==> src/rtl/bootram_bus_bridge.sv <==
// rtl/bootram_bus_bridge.sv - PicoRV32 native-bus responder for four 2Kx8 boot-RAM byte lanes.
// Optional byte-stream loader enabled by defining BOOTRAM_LOADER_EN.
module bootram_bus_bridge #(
    parameter int AW = 11
) (
    input  logic          clk,
    input  logic          resetn,
    input  logic          mem_valid,
    input  logic [31:0]   mem_addr,
    input  logic [31:0]   mem_wdata,
    input  logic [3:0]    mem_wstrb,
    output logic          mem_ready,
    output logic [31:0]   mem_rdata,
    output logic [3:0]    ram_ce,
    output logic [3:0]    ram_wre,
    output logic          ram_oce,
    output logic [AW-1:0] ram_ad,
    output logic [31:0]   ram_din,
    input  logic [31:0]   ram_dout,
    input  logic          ld_valid,
    output logic          ld_ready,
    input  logic [7:0]    ld_data,
    input  logic          ld_start,
    output logic [AW+1:0] ld_count
);

    typedef enum logic [1:0] {IDLE, RD, ACK} state_t;

    state_t        state;
    state_t        state_nx;
    logic          ld_beat;
    logic [AW+1:0] ld_cnt;
    logic [3:0]    ld_lane;

    assign ram_oce = 1'b1;

`ifdef BOOTRAM_LOADER_EN
    // A start pulse blocks the beat so the counter restart is never lost.
    assign ld_ready = (state == IDLE) & ~ld_start;
    assign ld_beat  = ld_valid & ld_ready;

    always_ff @(posedge clk or negedge resetn) begin
        if (!resetn) begin
            ld_cnt <= '0;
        end else if (ld_start) begin
            ld_cnt <= '0;
        end else if (ld_beat) begin
            ld_cnt <= ld_cnt + 1'b1;
        end
    end
`else
    logic unused_loader;

    assign ld_ready      = 1'b0;
    assign ld_beat       = 1'b0;
    assign ld_cnt        = '0;
    assign unused_loader = &{1'b0, ld_valid, ld_start};
`endif

    assign ld_count = ld_cnt;
    assign ld_lane  = 4'b0001 << ld_cnt[1:0];

    logic unused_addr;
    assign unused_addr = &{1'b0, mem_addr[31:AW+2], mem_addr[1:0]};

    always_comb begin
        state_nx = state;
        ram_ce   = '0;
        ram_wre  = '0;
        ram_ad   = '0;
        ram_din  = '0;
        case (state)
            IDLE: begin
                // Loader has priority; the CPU request simply waits in IDLE.
                if (ld_beat) begin
                    ram_ce  = ld_lane;
                    ram_wre = ld_lane;
                    ram_ad  = ld_cnt[AW+1:2];
                    ram_din = {4{ld_data}};
                end else if (mem_valid) begin
                    ram_ad = mem_addr[AW+1:2];
                    if (|mem_wstrb) begin
                        ram_ce   = mem_wstrb;
                        ram_wre  = mem_wstrb;
                        ram_din  = mem_wdata;
                        state_nx = ACK;
                    end else begin
                        ram_ce   = 4'hF;
                        state_nx = RD;
                    end
                end
            end
            RD:      state_nx = ACK;
            ACK:     state_nx = IDLE;
            default: state_nx = IDLE;
        endcase
    end

    always_ff @(posedge clk or negedge resetn) begin
        if (!resetn) begin
            state     <= IDLE;
            mem_ready <= 1'b0;
            mem_rdata <= '0;
        end else begin
            state     <= state_nx;
            mem_ready <= (state_nx == ACK);
            if (state == RD) begin
                mem_rdata <= ram_dout;
            end
        end
    end

endmodule

==> config.mk <==
export PLATFORM = sky130hd
export DESIGN_NAME = bootram_bus_bridge
export DESIGN_NICKNAME = d
export VERILOG_FILES = /design/src/rtl/bootram_bus_bridge.sv
export SDC_FILE = /design/constraint.sdc
export NUM_CORES = 1
export LEC_CHECK = 0
export CAP_MARGIN = 30
export CORE_MARGIN = 3
export CORE_UTILIZATION = 28
export CTS_BUF_LIST = sky130_fd_sc_hd__clkbuf_4
export DETAILED_ROUTE_END_ITERATION = 10
export PLACE_DENSITY = 0.83
export SLEW_MARGIN = 30
export SYNTH_ARGS = -nofsm -noshare
export SYNTH_HDL_FRONTEND = slang
export SYNTH_SLANG_ARGS = --single-unit
==> constraint.sdc <==
create_clock -name clk -period 1.51 [get_ports clk]
set_input_delay 0.151 -clock clk [delete_from_list [all_inputs] [get_ports clk]]
set_output_delay 0.151 -clock clk [all_outputs]
set_load 0.05 [all_outputs]
==> results.json, run 1 <==
{
  "crit_top_cell": "buf_6",
  "status": "finished with violations",
  "viasPerCell": 4.51,
  "wl_per_cell_um": 16.8,
  "switchingPower_mw": 1.80,
  "drv_slew": 0,
  "ys_types": 18,
  "pre_cts_ws_ns": -0.380,
  "globalplace.congestion": 0.780,
  "synth.avg_cell_area_um2": 11.7,
  "clkPwrFrac_pct": 11.6,
  "drt_iter0_drc": 38,
  "hp-class": "in -> reg",
  "fin_ws_ns": -0.265,
  "finalCritPeriodShare_pct": 118,
  "reg2reg_slack_ns": 0.12,
  "fp.coreArea_mm2": 0.00613,
  "place_inst": 393,
  "hold_depth": 2,
  "antenna_found_initial": 0,
  "rsz0062_at_grt": "true",
  "placed_area_mm2": 0.00381,
  "drive_above_1_share_pct": 59.1,
  "arrival_ns": 1.62,
  "clkTransAtPathRegs_ns": 0.10,
  "die_y_um": 86.9,
  "final_area_mm2": 0.00414,
  "powerDensity_mw_per_mm2": 985,
  "worstMarginPinSlew_ns": 0.763,
  "holdCritStartpoint": "ram_dout[18]",
  "cp_top_family": "flip-flops",
  "cpMaxStageDelayCell": "dfrtp_2",
  "grt_pass1_vias": 2003,
  "syn_inst": 156,
  "final_cell_mix": "clkdlybuf4s50_1 (76), buf_4 (49), buf_12 (37)",
  "comb_power_share_pct": 58.1,
  "p_seq_share_pct": 30.3,
  "nets": 452,
  "grt_start_max_net_pins": 36,
  "max_freq_ghz": 0.563,
  "synth_seq_cells": 35,
  "worstReg2RegStart": "state[1]",
  "die-area_mm2": 0.00755,
  "cts.sinks": 35,
  "firstDrtPassIters": 4,
  "stdcell_count": 415,
  "violations": "negative setup slack",
  "rr_worst_depth": 4,
  "crit_fanout": 9,
  "synth.cell_area_mm2": 0.00183,
  "cts_root_buffer": "clkbuf_4",
  "ir_drop_v": 0.000757,
  "drc": 0,
  "cts_tree": "built",
  "critical_path_depth": 5,
  "num_rows": 28,
  "antenna_cells": 0,
  "finalSetupViolations": 51,
  "start_util_pct": 29.9,
  "grt_pass1_wl_mm": 10.2,
  "crit_type": "reg -> out",
  "p_leak_nw": 1.94,
  "max-cap-violations": 0,
  "start_kind": "register",
  "area_growth_pct": 126,
  "critPathBufInv": 3,
  "cts_buffer_depth": 2,
  "track_usage_pct": 17.7,
  "crit_path_max_incr_delay_ns": 0.44,
  "insertion_delay_ns": 0.32,
  "fin_crit_ns": 1.77,
  "io_buffers": 165,
  "hold_viol": 0,
  "relSlewSlack_pct": 49.1,
  "final_core_util_pct": 67.5,
  "die_w_um": 86.9,
  "path_cells": "nor3b_4, buf_4, buf_6, and3_2, buf_6",
  "global_route.overflow_total": 0,
  "r2r-end": "mem_rdata[7]",
  "vias": 1870,
  "internal_power_mw": 2.28,
  "routed_wl_mm": 6.95,
  "cp.required_ns": 1.36,
  "end_kind": "output pin",
  "layout_commonest_cell": "clkdlybuf4s50_1",
  "ys_warn_count": 0,
  "min_to": "mem_rdata[18]",
  "ys_seq_area_share_pct": 47.8,
  "skew_ns": 0.00596,
  "cts_inserted_buffers": 5,
  "ant_nets": 0,
  "p_sw_share_pct": 44.1,
  "ios": 212,
  "h-tree-depth": 2,
  "dp_hpwl_mm": 5.26
}
-- synth_stat cells --
cell type	instances	share of area, %
a31o_2	2	0.96
and2_1	15	5.1
and2_2	1	0.41
and3_1	30	10
and3_2	2	0.82
buf_2	4	1.1
buf_4	15	6.1
buf_6	4	2.5
clkbuf_1	5	1.0
conb_1	2	0.41
dfrtp_1	35	48
inv_1	1	0.20
mux2_2	32	20
nor2b_1	1	0.34
nor3b_2	1	0.68
nor4_1	1	0.34
o21a_1	4	1.6
or4_4	1	0.61
-- area by class of cell --
| cell class | count | area [um^2] |
|---|---|---|
| Timing Repair Buffer | 189 | 2150 |
| Sequential cell | 35 | 877 |
| Clock inverter | 2 | 7.51 |
| Clock buffer | 6 | 45.0 |
| Tap cell | 75 | 93.8 |
| Inverter | 1 | 3.75 |
| Fill cell | 477 | 1990 |
| Multi-Input combinational cell | 107 | 962 |
-- power groups by stage --
stage	combinational, mW	sequential, mW	clock, mW
after global placement	2.25	1.24	0
after CTS	2.37	1.24	0.509
final	2.37	1.23	0.475
after global routing	2.46	1.26	0.548
after floorplan	0.691	1.92	0
after detailed placement	2.28	1.26	0
-- timing repair --
item,in CTS,in global routing
pin swaps,3,10
endpoints found under the setup margin,51,51
buffers inserted,8,2
endpoints found under the hold margin,35,0
gates cloned,3,1
gates resized for setup,49,10
hold buffers,1,0
-- per-layer routing --
layer / vias to the layer above / part of all wire, % / GRT usage, %
met3: 8 / 8.0 / 4.26
met1: 882 / 34 / 18.1
li1: 882 / - / -
met2: 98 / 56 / 34.8
met5: - / 0 / 0
met4: 0 / 1.6 / 5.67
-- through the flow --
stage,power (mW),TNS [ns],hold WS [ns]
final,4.08,-12.71,0.435
after global placement,3.49,-12.56,0.263
after detailed placement,3.54,-14.06,0.274
after global routing,4.26,-17.73,0.410
after CTS,4.12,-12.02,0.412
after floorplan,2.61,-0.105,-0.145
-- how the worst max path moves through the flow --
stage / from / slack (ns) / end
2_1_floorplan: state[1] / -0.03 / ram_ce[0]
3_3_place_gp: mem_wstrb[3] / -0.34 / ram_din[8]
3_5_place_dp: mem_wstrb[3] / -0.38 / ram_din[28]
4_1_cts: state[0] / -0.26 / ram_din[17]
5_1_grt: state[1] / -0.38 / ram_wre[3]
6_report: state[1] / -0.26 / ram_din[28]
-- sequential cells by signal, indices dropped and copies added (netlist names) --
register and cells:
mem_ready 1, mem_rdata 32, state 2
-- logic make-up after synthesis --
family / share of synthesized area [%]
DFF: 47.8
other: 0.410
and+or+nand+nor: 18.6
AOI/OAI and AO/OA: 2.60
buffers and inverters: 10.9
muxes: 19.7
No activity file was read; power rests on OpenSTA's default activity.
==> run 2, diff against run 1 <==
HOLD_SLACK_MARGIN = 0.08   (was not set)
==> results of run 2 <==
Final layout, timing and power as in run 1 (identical DEF).
